===== config.mk =====
export PLATFORM = sky130hd
export DESIGN_NAME = fifo_wr_ctrl_flat
export DESIGN_NICKNAME = d
export VERILOG_FILES = /design/src/rtl/fifo_wr_ctrl_if.sv /design/src/rtl/fifo_wr_ctrl.sv /design/src/flat_wrapper.sv
export SDC_FILE = /design/constraint.sdc
export NUM_CORES = 1
export LEC_CHECK = 0
export BUFFER_PORTS_ARGS = -buffer_cell sky130_fd_sc_hd__buf_2
export CAP_MARGIN = 40
export CORE_MARGIN = 2
export CORE_UTILIZATION = 36
export DETAILED_ROUTE_END_ITERATION = 10
export GPL_TIMING_DRIVEN = 0
export SKIP_LAST_GASP = 1
export SLEW_MARGIN = 20
export SYNTH_ARGS = -nofsm -noshare
export SYNTH_HDL_FRONTEND = slang
export SYNTH_SLANG_ARGS = --single-unit

===== constraint.sdc =====
create_clock -name clk -period 2.74 [get_ports clk]
set_input_delay 0.822 -clock clk [delete_from_list [all_inputs] [get_ports clk]]
set_output_delay 0.822 -clock clk [all_outputs]
set_load 0.05 [all_outputs]

===== src/rtl/fifo_wr_ctrl_if.sv =====
// Write-side bundle of the async FIFO: push request in, storage strobe/address,
// write pointers and occupancy flags out.
interface fifo_wr_ctrl_if #(
  parameter int PtrWidth = 2
);
  // Handshake: i_push carries no ready; a push is taken exactly in the cycle
  // where o_wr_en (= i_push & ~o_full) is high, and the word is written at
  // that rising edge. A push seen while o_full is high is dropped and flagged.
  logic                i_push;
  logic [PtrWidth:0]   i_rd_gray_ptr_sync;
  logic                i_clr_overflow;
  logic                o_wr_en;
  logic [PtrWidth-1:0] o_wr_addr;
  logic [PtrWidth:0]   o_wr_bin_ptr;
  logic [PtrWidth:0]   o_wr_gray_ptr;
  logic                o_full;
  logic                o_almost_full;
  logic [PtrWidth:0]   o_level;
  logic                o_overflow;

  modport master (
    output i_push, i_rd_gray_ptr_sync, i_clr_overflow,
    input  o_wr_en, o_wr_addr, o_wr_bin_ptr, o_wr_gray_ptr,
           o_full, o_almost_full, o_level, o_overflow
  );

  modport slave (
    input  i_push, i_rd_gray_ptr_sync, i_clr_overflow,
    output o_wr_en, o_wr_addr, o_wr_bin_ptr, o_wr_gray_ptr,
           o_full, o_almost_full, o_level, o_overflow
  );
endinterface


===== src/rtl/fifo_wr_ctrl.sv =====
// Write-domain controller of the async FIFO: binary/Gray write pointers,
// lookahead full, fill level, almost-full and sticky overflow.
module fifo_wr_ctrl #(
  parameter int PtrWidth      = 2,
  parameter int AlmostFullThr = 3
) (
  input logic           clk,
  input logic           rst,
  fifo_wr_ctrl_if.slave bus
);
  localparam logic [PtrWidth:0] ThrVal = (PtrWidth+1)'(AlmostFullThr);

  function automatic logic [PtrWidth:0] gray2bin(input logic [PtrWidth:0] g);
    logic [PtrWidth:0] b;
    b = '0;
    for (int i = 0; i <= PtrWidth; i++) begin
      b[i] = ^(g >> i);
    end
    return b;
  endfunction

  logic [PtrWidth:0] r_wr_bin_ptr;
  logic [PtrWidth:0] r_wr_gray_ptr;
  logic [PtrWidth:0] r_level;
  logic              r_full;
  logic              r_almost_full;
  logic              r_overflow;

  logic [PtrWidth:0] w_rd_bin;
  logic              w_accept;
  logic [PtrWidth:0] w_wr_next;
  logic [PtrWidth:0] w_level_next;
  logic              w_full_next;
  logic              w_overflow_next;

  always_comb begin
    w_rd_bin     = gray2bin(bus.i_rd_gray_ptr_sync);
    w_accept     = bus.i_push & ~r_full;
    w_wr_next    = r_wr_bin_ptr + {{PtrWidth{1'b0}}, w_accept};
    w_level_next = w_wr_next - w_rd_bin;
    // Full when the pointers differ only in the wrap bit.
    w_full_next  = (w_wr_next[PtrWidth] != w_rd_bin[PtrWidth]) &&
                   (w_wr_next[PtrWidth-1:0] == w_rd_bin[PtrWidth-1:0]);
    if (bus.i_push && r_full) begin
      w_overflow_next = 1'b1;
    end else if (bus.i_clr_overflow) begin
      w_overflow_next = 1'b0;
    end else begin
      w_overflow_next = r_overflow;
    end
  end

  // Gray pointer derives from w_wr_next so it always matches r_wr_bin_ptr.
  always_ff @(posedge clk or posedge rst) begin
    if (rst) begin
      r_wr_bin_ptr  <= '0;
      r_wr_gray_ptr <= '0;
      r_level       <= '0;
      r_full        <= 1'b0;
      r_almost_full <= 1'b0;
      r_overflow    <= 1'b0;
    end else begin
      r_wr_bin_ptr  <= w_wr_next;
      r_wr_gray_ptr <= w_wr_next ^ (w_wr_next >> 1);
      r_level       <= w_level_next;
      r_full        <= w_full_next;
      r_almost_full <= (w_level_next >= ThrVal);
      r_overflow    <= w_overflow_next;
    end
  end

  assign bus.o_wr_en       = w_accept;
  assign bus.o_wr_addr     = r_wr_bin_ptr[PtrWidth-1:0];
  assign bus.o_wr_bin_ptr  = r_wr_bin_ptr;
  assign bus.o_wr_gray_ptr = r_wr_gray_ptr;
  assign bus.o_full        = r_full;
  assign bus.o_almost_full = r_almost_full;
  assign bus.o_level       = r_level;
  assign bus.o_overflow    = r_overflow;
endmodule


===== src/flat_wrapper.sv =====
// flat-port wrapper written by rule: the top's interface ports become plain ports
module fifo_wr_ctrl_flat 
#(
  parameter int PtrWidth      = 2,
  parameter int AlmostFullThr = 3
)
  (clk, rst, bus_i_push, bus_i_rd_gray_ptr_sync, bus_i_clr_overflow, bus_o_wr_en, bus_o_wr_addr, bus_o_wr_bin_ptr, bus_o_wr_gray_ptr, bus_o_full, bus_o_almost_full, bus_o_level, bus_o_overflow);
  fifo_wr_ctrl_if #(.PtrWidth(PtrWidth)) bus_i ();
  input logic clk;
  input logic rst;
  input wire logic [$bits(bus_i.i_push)-1:0] bus_i_push;
  input wire logic [$bits(bus_i.i_rd_gray_ptr_sync)-1:0] bus_i_rd_gray_ptr_sync;
  input wire logic [$bits(bus_i.i_clr_overflow)-1:0] bus_i_clr_overflow;
  output wire logic [$bits(bus_i.o_wr_en)-1:0] bus_o_wr_en;
  output wire logic [$bits(bus_i.o_wr_addr)-1:0] bus_o_wr_addr;
  output wire logic [$bits(bus_i.o_wr_bin_ptr)-1:0] bus_o_wr_bin_ptr;
  output wire logic [$bits(bus_i.o_wr_gray_ptr)-1:0] bus_o_wr_gray_ptr;
  output wire logic [$bits(bus_i.o_full)-1:0] bus_o_full;
  output wire logic [$bits(bus_i.o_almost_full)-1:0] bus_o_almost_full;
  output wire logic [$bits(bus_i.o_level)-1:0] bus_o_level;
  output wire logic [$bits(bus_i.o_overflow)-1:0] bus_o_overflow;
  assign bus_i.i_push = bus_i_push;
  assign bus_i.i_rd_gray_ptr_sync = bus_i_rd_gray_ptr_sync;
  assign bus_i.i_clr_overflow = bus_i_clr_overflow;
  assign bus_o_wr_en = bus_i.o_wr_en;
  assign bus_o_wr_addr = bus_i.o_wr_addr;
  assign bus_o_wr_bin_ptr = bus_i.o_wr_bin_ptr;
  assign bus_o_wr_gray_ptr = bus_i.o_wr_gray_ptr;
  assign bus_o_full = bus_i.o_full;
  assign bus_o_almost_full = bus_i.o_almost_full;
  assign bus_o_level = bus_i.o_level;
  assign bus_o_overflow = bus_i.o_overflow;
  fifo_wr_ctrl #(.PtrWidth(PtrWidth), .AlmostFullThr(AlmostFullThr)) u_core (.clk(clk), .rst(rst), .bus(bus_i));
endmodule

Word-level counts from Yosys, hierarchy flattened
Index checks and enable logic that the tools add are counted. Widths: inputs -> output; s select.

Flip-flop bits (word level): 12. Latch bits: 0. Memory bits (writable): 0. Memory bits (read-only): 0. Bits of input ports: 7. Memories: 0.

$add $sub $neg: 2. Multipliers: 0. Divide/modulo/power cells: 0. Magnitude comparators: 1. Eq/ne operators: 2. Shift operators: 0. Mux-type cells: 2. Bitwise gates (word level): 3. Reductions and logical operators: 6.

Operators with widths (number): $reduce_xor 3->1 (3); $add 3x1->3 (1); $ge 3x2->1 const B (1); $sub 3x3->3 (1); $xor 3x2->3 (1); $eq 2x2->1 (1); $logic_and 1x1->1 (2); $mux 1 (2); $reduce_bool 2->1 (1); $and 1x1->1 (1); $ne 1x1->1 (1); $not 1->1 (1).

Logic depth before layout (Yosys ltp)
Gate-level depths: netlist of run 1.

Depth in word-level cells: 5. Mapped depth: 8. Mapped depth without buffers: 8.

Worst setup path after synthesis of run 1
OpenSTA, ideal clock, no wires.

Kind: input port to flip-flop. Start: input bus_i_push. End: register u_core.r_almost_full (netlist: u_core.bus.o_almost_full). Setup time: 0.118 ns. Arrival time: 2.958 ns. Required time: 2.622 ns. Setup slack: -0.336 ns. Cell stages on the path: 8. Path buffers: 0. Cell sequence: nor2b_1 -> and2_1 -> ha_1 -> inv_1 -> fa_1 -> xnor2_1 -> xnor2_1 -> a21o_1.

Longest elaborated chain between the ends: 4.

Ends and longest elaborated chain: start: declaration (RTL line flat_wrapper.sv:11) `input wire logic [$bits(bus_i.i_push)-1:0] bus_i_push;`; $and 1x1->1 (RTL line fifo_wr_ctrl.sv:38) `w_accept = bus.i_push & ~r_full;`; $add 3x1->3 (RTL line fifo_wr_ctrl.sv:39) `w_wr_next = r_wr_bin_ptr + {{PtrWidth{1'b0}}, w_accept};`; net u_core.w_wr_next[1] (RTL line fifo_wr_ctrl.sv:31) `logic [PtrWidth:0] w_wr_next;`; $sub 3x3->3 (RTL line fifo_wr_ctrl.sv:40) `w_level_next = w_wr_next - w_rd_bin;`; net u_core.w_level_next[2] (RTL line fifo_wr_ctrl.sv:32) `logic [PtrWidth:0] w_level_next;`; $ge 3x2->1 (RTL line fifo_wr_ctrl.sv:67) `r_almost_full <= (w_level_next >= ThrVal);`; end signal: assignment (RTL line fifo_wr_ctrl.sv:67); end: declaration (RTL line fifo_wr_ctrl.sv:26) `logic r_almost_full;`.

The timed path passes the listed nets, and every way through them passes these cells. A chain may end at the register's enable or synchronous reset.

Final worst setup path of run 1
Same ends and word-level chain as after synthesis.

==> results.cfg, run 1 <==
[timing]
rsz0062_at_grt = false
number_of_hold_slack_violations_in_the_final_timing_report = 0
timing.final.max_slew_violations = 0
max_slew.worst_pin.slew_ns = 0.410
min_period_over_period_pct = 86.9
finalWorstPathRequiredPeriod_ns = 2.38
hold_slack_ns = 0.521
clock_skew_ns = 0.00374
relSlewSlack_pct = 72.6
maxClockFrequency_mhz = 420
setup_viol_count_final = 0
timing.setup.tns_ns = 0

[detailed_routing]
drtAntennaViolNets = 0
vias_per_cell = 4.09
first_pass_iters = 2
remaining_drc_errors = 0
detail_route.wirelength_um = 753
avgRoutedWirePerCell_um = 9.41
drtIter0Drc = 1
via_count = 327

[worst_setup_path]
startpoint_type = input port
critical_path_arrival_ns = 2.54
crit_top_cell = sky130_fd_sc_hd__xnor2_1
critical-path-top-delay-family = adder cells
crit_fanout = 4
critPathLaunch = bus_i_push
crit_path_top_delay_cell = sky130_fd_sc_hd__fa_1
worst_path_class_setup = input port to register
largest_stage_delay_on_the_critical_path_ns = 0.43
type_of_element_capturing_the_critical_path = register
r2r.worst_path.cells = 8
critPathRequiredTime_ns = 2.89
critical_path.endpoint = u_core.bus.o_almost_full
worstPathCellList = buf_2, nor2b_4, and2_1, ha_1, inv_1, fa_1, xnor2_1, xnor2_1, a21o_1
timing.critical_path.depth = 9
reg2reg_slack_ns = 0.68
crit-reg2reg-launch = u_core.bus.o_full
cp_num_buf_inv = 2
reg2reg_to = u_core.bus.o_almost_full

[cts]
ctsLongestPathBuffers = 2
tritoncts = yes
ctsRootBufferMaster = sky130_fd_sc_hd__clkbuf_4
post_cts_hold_buffers = 0
cts_num_sinks = 11
numCtsBuffers = 3
clock_latency_ns = 0.26
post-cts-setup-buffer-count = 0
worst_setup_hold_path_clk_slew_ns = 0.07
post_cts.resized_instances = 0
number_of_levels_in_the_clock_h_tree = 1

[synthesis]
synth_top_area_cell = sky130_fd_sc_hd__dfrtp_1
synthesis.nets = 51
ys_seq_area_share_pct = 54.7
synth_top_cell_area_share_pct = 54.7
synth_seq_cells = 11
synth.area.top_cells = sky130_fd_sc_hd__dfrtp_1 55%, sky130_fd_sc_hd__xnor2_1 12%, sky130_fd_sc_hd__ha_1 7.5%
netlist_instances = 40
syn_area_um2 = 503
synth-warning-count = 0
syn_avg_cell_area_um2 = 12.6
synthDistinctLibCells = 14

[global_route]
grt_pass1_vias = 305
grt_usage_pct = 11.6
grt_antenna_before_repair = 0
wire_length_of_the_first_global_routing_pass_um = 1190
grt_overflow_total = 0
grt_max_degree = 12

[die]
core_region_area_um2 = 1300
die_outline_area_um2 = 1710
rows = 13
ios = 22
die-height_um = 41.4
die_width_um = 41.4
starting_density_pct = 38.7

[cells_and_area]
layout_commonest_cell = sky130_fd_sc_hd__buf_2
diodes = 0
syn2layout_area_growth_pct = 31.3
drive_above_1_share_pct = 44.6
final_cell_mix = 21 x sky130_fd_sc_hd__buf_2, 11 x sky130_fd_sc_hd__dfrtp_1, 7 x sky130_fd_sc_hd__xnor2_1, 7 x sky130_fd_sc_hd__inv_1
layout.nets = 77

[run_status]
status = completed

[min_path]
min-delay-path-class = register to register

[place]
post-dp-hpwl_um = 639
gp_congestion = 0.651
portBuffers = 21

[job]
max_cap_check_violation_count = 0
## layout make-up
class / count / area [um2]
buffer: 3 / 22.5
fill: 139 / 641
timing repair buffer: 21 / 105
multi-input combinational: 19 / 186
clock buffer: 4 / 26.3
inverter: 7 / 26.3
tap: 15 / 18.8
sequential: 11 / 275
## logic make-up (layout without fill, tap and decap cells)
group,Yosys count,count (layout),share of synthesized area (%)
simple gates,4,4,4.48
xor+xnor,9,9,17.2
fa+ha+maj,4,4,11.4
buf+inv,10,35,9.70
flops,11,11,54.7
compound gates,2,2,2.49
## through the flow
step | std cells | worst slack [ns] | util (%) | cell area [um2]
2_1_floorplan | 40 | 0.166 | - | 510
3_3_place_gp | 76 | 0.0709 | 48.8 | 634
3_5_place_dp | 76 | 0.0635 | 48.8 | 634
4_1_cts | 80 | 0.349 | 50.8 | 661
5_1_grt | 80 | 0.264 | 50.8 | 661
6_report | 80 | 0.358 | 50.8 | 661
## per-layer routing
layer | global-route usage, % | up-vias | part of all wire, % | wire (um)
met5 | 0 | - | 0 | 0
met4 | 14.5 | 0 | 2.5 | 19
met3 | 1.60 | 2 | 5.7 | 43
met2 | 17.2 | 12 | 51 | 383
met1 | 12.9 | 148 | 41 | 306
li1 | - | 165 | - | -
## how the worst min path moves through the flow
stage	to	from	cells past startpoint	slack, ns
after detailed placement	u_core.bus.o_overflow	u_core.bus.o_overflow	2	0.51
after CTS	u_core.bus.o_overflow	u_core.bus.o_overflow	2	0.52
final	u_core.bus.o_overflow	u_core.bus.o_overflow	2	0.52
after global placement	u_core.bus.o_overflow	u_core.bus.o_overflow	2	0.51
after floorplan	u_core.bus.o_almost_full	rst	1	0.67
after global routing	u_core.bus.o_overflow	rst	2	0.56
## cells in the mapped netlist
cell type                 count
sky130_fd_sc_hd__dfrtp_1     11
sky130_fd_sc_hd__inv_1        7
sky130_fd_sc_hd__xnor2_1      7
sky130_fd_sc_hd__buf_4        3
sky130_fd_sc_hd__ha_1         3
sky130_fd_sc_hd__a21o_1       1
sky130_fd_sc_hd__and2_1       1
sky130_fd_sc_hd__and3_1       1
sky130_fd_sc_hd__fa_1         1
sky130_fd_sc_hd__nand2_1      1
sky130_fd_sc_hd__nor2b_1      1
sky130_fd_sc_hd__o21ai_0      1
sky130_fd_sc_hd__xor2_1       1
sky130_fd_sc_hd__xor2_2       1
## registers in the layout (all words and copies together) (netlist names)
signal                    flops
u_core.bus.o_level            3
u_core.bus.o_full             1
u_core.bus.o_almost_full      1
u_core.bus.o_wr_bin_ptr       3
u_core.bus.o_wr_gray_ptr      2
u_core.bus.o_overflow         1
## worst reg2reg max path: cells and delay by family (launching register included)
family	cells	cell delay [ns]
compound gates	1	0.16
xor+xnor	2	0.28
fa+ha+maj	2	0.78
buf+inv	1	0.11
flops	1	0.40
simple gates	2	0.21
Power of run 1 is left out: the tool's default activity adds up to more than one toggle a clock period on the data nets, which glitch-free logic cannot reach.
==> run 2, diff against run 1 <==
Settings changed: CELL_PAD_IN_SITES_DETAIL_PLACEMENT from default to 1, CELL_PAD_IN_SITES_GLOBAL_PLACEMENT from default to 2, CORE_UTILIZATION 36 to 29, CTS_BUF_LIST from default to sky130_fd_sc_hd__clkbuf_8, PLACE_DENSITY_LB_ADDON from default to 0.1.
==> run 2 against run 1 <==
  * Count of clock-buffer cells in the layout down 1
  * Setup slack lost 0.058 ns
  * Via count increased by 3.4%
  * Clock skew decreased by 0.0014 ns
  * Fmax fell by 2.4%
  * Die area grew 22%
  * Sequential share of layout area fell by 1.3 points
  * Critical path type unchanged
  * Highest routed layer unchanged
==> results.cfg, run 2 (synthesis gave the netlist of run 1 again) <==
[run_status]
status = completed

[die]
die_width_um = 45.6
die_outline_area_um2 = 2080
rows = 15
ios = 22
starting_density_pct = 30.1
die-height_um = 45.6
core_region_area_um2 = 1670

[timing]
setup_viol_count_final = 0
maxClockFrequency_mhz = 410
max_slew.worst_pin.slew_ns = 0.403
min_period_over_period_pct = 89.1
timing.final.max_slew_violations = 0
relSlewSlack_pct = 73.1
finalWorstPathRequiredPeriod_ns = 2.44
timing.setup.tns_ns = 0
rsz0062_at_grt = false
clock_skew_ns = 0.00230
number_of_hold_slack_violations_in_the_final_timing_report = 0

[cells_and_area]
drive_above_1_share_pct = 44.6
layout_commonest_cell = sky130_fd_sc_hd__buf_2
layout.nets = 77
final_cell_mix = 21 x sky130_fd_sc_hd__buf_2, 11 x sky130_fd_sc_hd__dfrtp_1, 8 x sky130_fd_sc_hd__inv_1
count_of_fill_cells_added_during_filler_insertion = 186
post-route-cell-area_um2 = 682
diodes = 0
utilization_pct = 40.8
syn2layout_area_growth_pct = 35.6
layout.cells.non_filler = 82

[global_route]
wire_length_of_the_first_global_routing_pass_um = 1310
grt_antenna_before_repair = 0
grt_pass1_vias = 303
grt_max_degree = 12
grt_usage_pct = 9.65
grt_overflow_total = 0

[worst_setup_path]
startpoint_type = input port
crit_path_top_delay_cell = sky130_fd_sc_hd__fa_1
crit-reg2reg-launch = u_core.bus.o_full
critical-path-top-delay-family = adder cells
r2r.worst_path.cells = 8
crit_fanout = 4
worst_path_class_setup = input port to register
type_of_element_capturing_the_critical_path = register
critical_path_arrival_ns = 2.56
critPathRequiredTime_ns = 2.86
reg2reg_to = u_core.bus.o_almost_full
crit_top_cell = sky130_fd_sc_hd__xnor2_1
largest_stage_delay_on_the_critical_path_ns = 0.44
reg2reg_slack_ns = 0.65
cp_num_buf_inv = 2
worstPathCellList = buf_2, nor2b_4, and2_1, ha_1, inv_1, fa_1, xnor2_1, xnor2_1, a21o_1

[cts]
post_cts_hold_buffers = 0
number_of_levels_in_the_clock_h_tree = 1
numCtsBuffers = 3
tritoncts = yes
post-cts-setup-buffer-count = 0
worst_setup_hold_path_clk_slew_ns = 0.05
ctsRootBufferMaster = sky130_fd_sc_hd__clkbuf_8
ctsLongestPathBuffers = 2
clock_latency_ns = 0.23
cts_num_sinks = 11
post_cts.resized_instances = 0

[detailed_routing]
via_count = 338
detail_route.wirelength_um = 805
vias_per_cell = 4.12
avgRoutedWirePerCell_um = 9.82
drtIter0Drc = 6
drtAntennaViolNets = 0
remaining_drc_errors = 0
first_pass_iters = 2

[place]
place_inst = 78
post-dp-hpwl_um = 714
gp_congestion = 0.636
portBuffers = 21
postPlaceCellArea_um2 = 637

[min_path]
min_path_cells = 2
worst_hold_path_endpoint = u_core.bus.o_overflow
hold_path.startpoint = u_core.bus.o_overflow
min-delay-path-class = register to register

[job]
max_cap_check_violation_count = 0
## run 2: tightest hold or removal path: cells and delay by family, from the launching register on
family	cells	cell delay, ns
AO/OA/AOI/OAI	1	0.06
buffers and inverters	1	0.05
flip-flops	1	0.36
## run 2: how the worst max path moves through the flow
stage / start / slack, ns / depth (start not counted) / endpoint
floorplan: bus_i_push / 0.17 / 8 / u_core.bus.o_almost_full
global placement: bus_i_push / 0.05 / 9 / u_core.bus.o_almost_full
detailed placement: bus_i_push / 0.02 / 9 / u_core.bus.o_almost_full
CTS: bus_i_push / 0.26 / 9 / u_core.bus.o_almost_full
global route: bus_i_push / 0.16 / 9 / u_core.bus.o_almost_full
finish: bus_i_push / 0.30 / 9 / u_core.bus.o_almost_full
## run 2: routing by layer
layer | global-route usage (%) | vias to the layer above | wire (um)
met5 | 0 | - | 0
met4 | 8.82 | 0 | 25
met3 | 3.57 | 2 | 58
met2 | 13.0 | 15 | 368
met1 | 11.8 | 156 | 353
li1 | - | 165 | -
## run 2: cell type report
class | count | area, um2 | share of cell area, %
plain buffers | 3 | 22.5 | 3.30
clock buffers | 3 | 41.3 | 6.06
clock inverters | 1 | 3.75 | 0.550
inverters | 7 | 26.3 | 3.85
multi-input cells | 19 | 186 | 27.3
flip-flops and latches | 11 | 275 | 40.4
well taps | 17 | 21.3 | 3.12
repair buffers | 21 | 105 | 15.4
## run 2: stage by stage
step	worst slack, ns	hold slack [ns]
2_1_floorplan	0.166	0.674
3_3_place_gp	0.0487	0.517
3_5_place_dp	0.0244	0.521
4_1_cts	0.264	0.528
5_1_grt	0.164	0.549
6_report	0.300	0.519
Power of run 2 is left out for the same reason.
==> run 3, diff against run 2 <==
Settings changed: PLACE_DENSITY from default to 0.77, PLACE_DENSITY_LB_ADDON 0.1 to default.
==> run 3 against run 2 <==
  * Register-to-register slack about the same
  * Largest cell class unchanged
  * First-iteration DRC count decreased by 100%
  * Global-route usage increased by 0.35 points
  * Cell count unchanged
  * Count of clock-buffer cells in the layout unchanged
  * Non-clock buffer count unchanged
  * Routed wire length increased by 11%
  * Fmax increased by 1.1%
  * Die area unchanged
  * Sequential share of layout area unchanged
==> results.cfg, run 3 (synthesis gave the netlist of run 1 again) <==
[place]
portBuffers = 21
detailedPlace.worstSlack_ns = 0.0623
post-dp-hpwl_um = 719
gp_congestion = 0.676
place_inst = 78

[cts]
clock_latency_ns = 0.24
tritoncts = yes
ctsLongestPathBuffers = 2
number_of_levels_in_the_clock_h_tree = 1
post_cts_hold_buffers = 0
post-cts-setup-buffer-count = 0
post_cts.resized_instances = 0
cts_num_sinks = 11
worst_setup_hold_path_clk_slew_ns = 0.05
numCtsBuffers = 3
ctsRootBufferMaster = sky130_fd_sc_hd__clkbuf_8

[worst_setup_path]
worstPathCellList = buf_2, nor2b_4, and2_1, ha_1, inv_1, fa_1, xnor2_1, xnor2_1, a21o_1
crit_path_top_delay_cell = sky130_fd_sc_hd__fa_1
critPathRequiredTime_ns = 2.87
crit_fanout = 4
largest_stage_delay_on_the_critical_path_ns = 0.43
startpoint_type = input port
crit_top_cell = sky130_fd_sc_hd__xnor2_1
critical_path_arrival_ns = 2.54
type_of_element_capturing_the_critical_path = register
worst_path_class_setup = input port to register

[global_route]
grt_antenna_before_repair = 0
grt_use_met1_pct = 9.34
grt_max_degree = 12
grt_pass1_vias = 313
gr-max-usage-layer = met2
grt_util_met2_pct = 16.1
wire_length_of_the_first_global_routing_pass_um = 1340
globalRouteMet3Util_pct = 2.38
grt_overflow_total = 0
grt_usage_pct = 10.0

[detailed_routing]
first_pass_iters = 1
via_count = 350
remaining_drc_errors = 0
detail_route.wirelength_um = 894
vias_per_cell = 4.27
drtAntennaViolNets = 0
avgRoutedWirePerCell_um = 10.9
drtIter0Drc = 0

[die]
starting_density_pct = 30.1
die_width_um = 45.6
core_region_area_um2 = 1670
rows = 15
die_outline_area_um2 = 2080
ios = 22
die-height_um = 45.6

[cells_and_area]
layout_commonest_cell = sky130_fd_sc_hd__buf_2
layout.cells.non_filler = 82
drive_above_1_share_pct = 44.6
final_cell_mix = 21 x sky130_fd_sc_hd__buf_2, 11 x sky130_fd_sc_hd__dfrtp_1, 8 x sky130_fd_sc_hd__inv_1
layout.nets = 77
syn2layout_area_growth_pct = 35.6
diodes = 0

[timing]
setup_viol_count_final = 0
finalWorstSetupSlack_ns = 0.327
relSlewSlack_pct = 72.7
rsz0062_at_grt = false
min_period_over_period_pct = 88.1
timing.setup.tns_ns = 0
clock_skew_ns = 0.00467
number_of_hold_slack_violations_in_the_final_timing_report = 0
maxClockFrequency_mhz = 414
max_slew.worst_pin.slew_ns = 0.409
timing.final.max_slew_violations = 0
hold_slack_ns = 0.517
finalWorstPathRequiredPeriod_ns = 2.41

[run_status]
status = completed

[min_path]
min-delay-path-class = register to register

[job]
max_cap_check_violation_count = 0
-- run 3: worst paths after layout --
path | from | endpoint | slack, ns | cells past startpoint
min | u_core.bus.o_overflow | u_core.bus.o_overflow | 0.52 | 2
max reg2reg | u_core.bus.o_full | u_core.bus.o_almost_full | 0.66 | 8
min in group asynchronous | rst | u_core.bus.o_wr_bin_ptr[1] | 0.56 | 2
min reg2reg | u_core.bus.o_overflow | u_core.bus.o_overflow | 0.52 | 2
max | bus_i_push | u_core.bus.o_almost_full | 0.33 | 9
max in group asynchronous | rst | u_core.bus.o_level[0] | 1.89 | 2
-- run 3: cell type report --
type	count	area [um2]
well taps	17	21.3
clock buffers	3	41.3
inverters	7	26.3
flip-flops and latches	11	275
plain buffers	3	22.5
fillers	203	988
multi-input cells	19	186
clock inverters	1	3.75
repair buffers	21	105
-- run 3: stage by stage --
stage	utilization [%]	area [um2]
6_report	40.8	682
3_3_place_gp	38.1	637
2_1_floorplan	-	510
5_1_grt	40.8	682
4_1_cts	40.8	682
3_5_place_dp	38.1	637
-- run 3: worst max-delay path, delay by kind of cell --
kind | cells | cell delay (ns)
and+or+nand+nor | 2 | 0.28
adders and majority gates | 2 | 0.78
buffers and inverters | 2 | 0.20
xor gates and xnor gates | 2 | 0.29
AOI/OAI and AO/OA | 1 | 0.16
-- run 3: per-layer routing --
metal  vias up  routed length (um)
met3         5                  60
met2        16                 458
met1       165                 323
met5         -                   0
met4         0                  51
li1        164                   -
Power of run 3 is left out for the same reason.
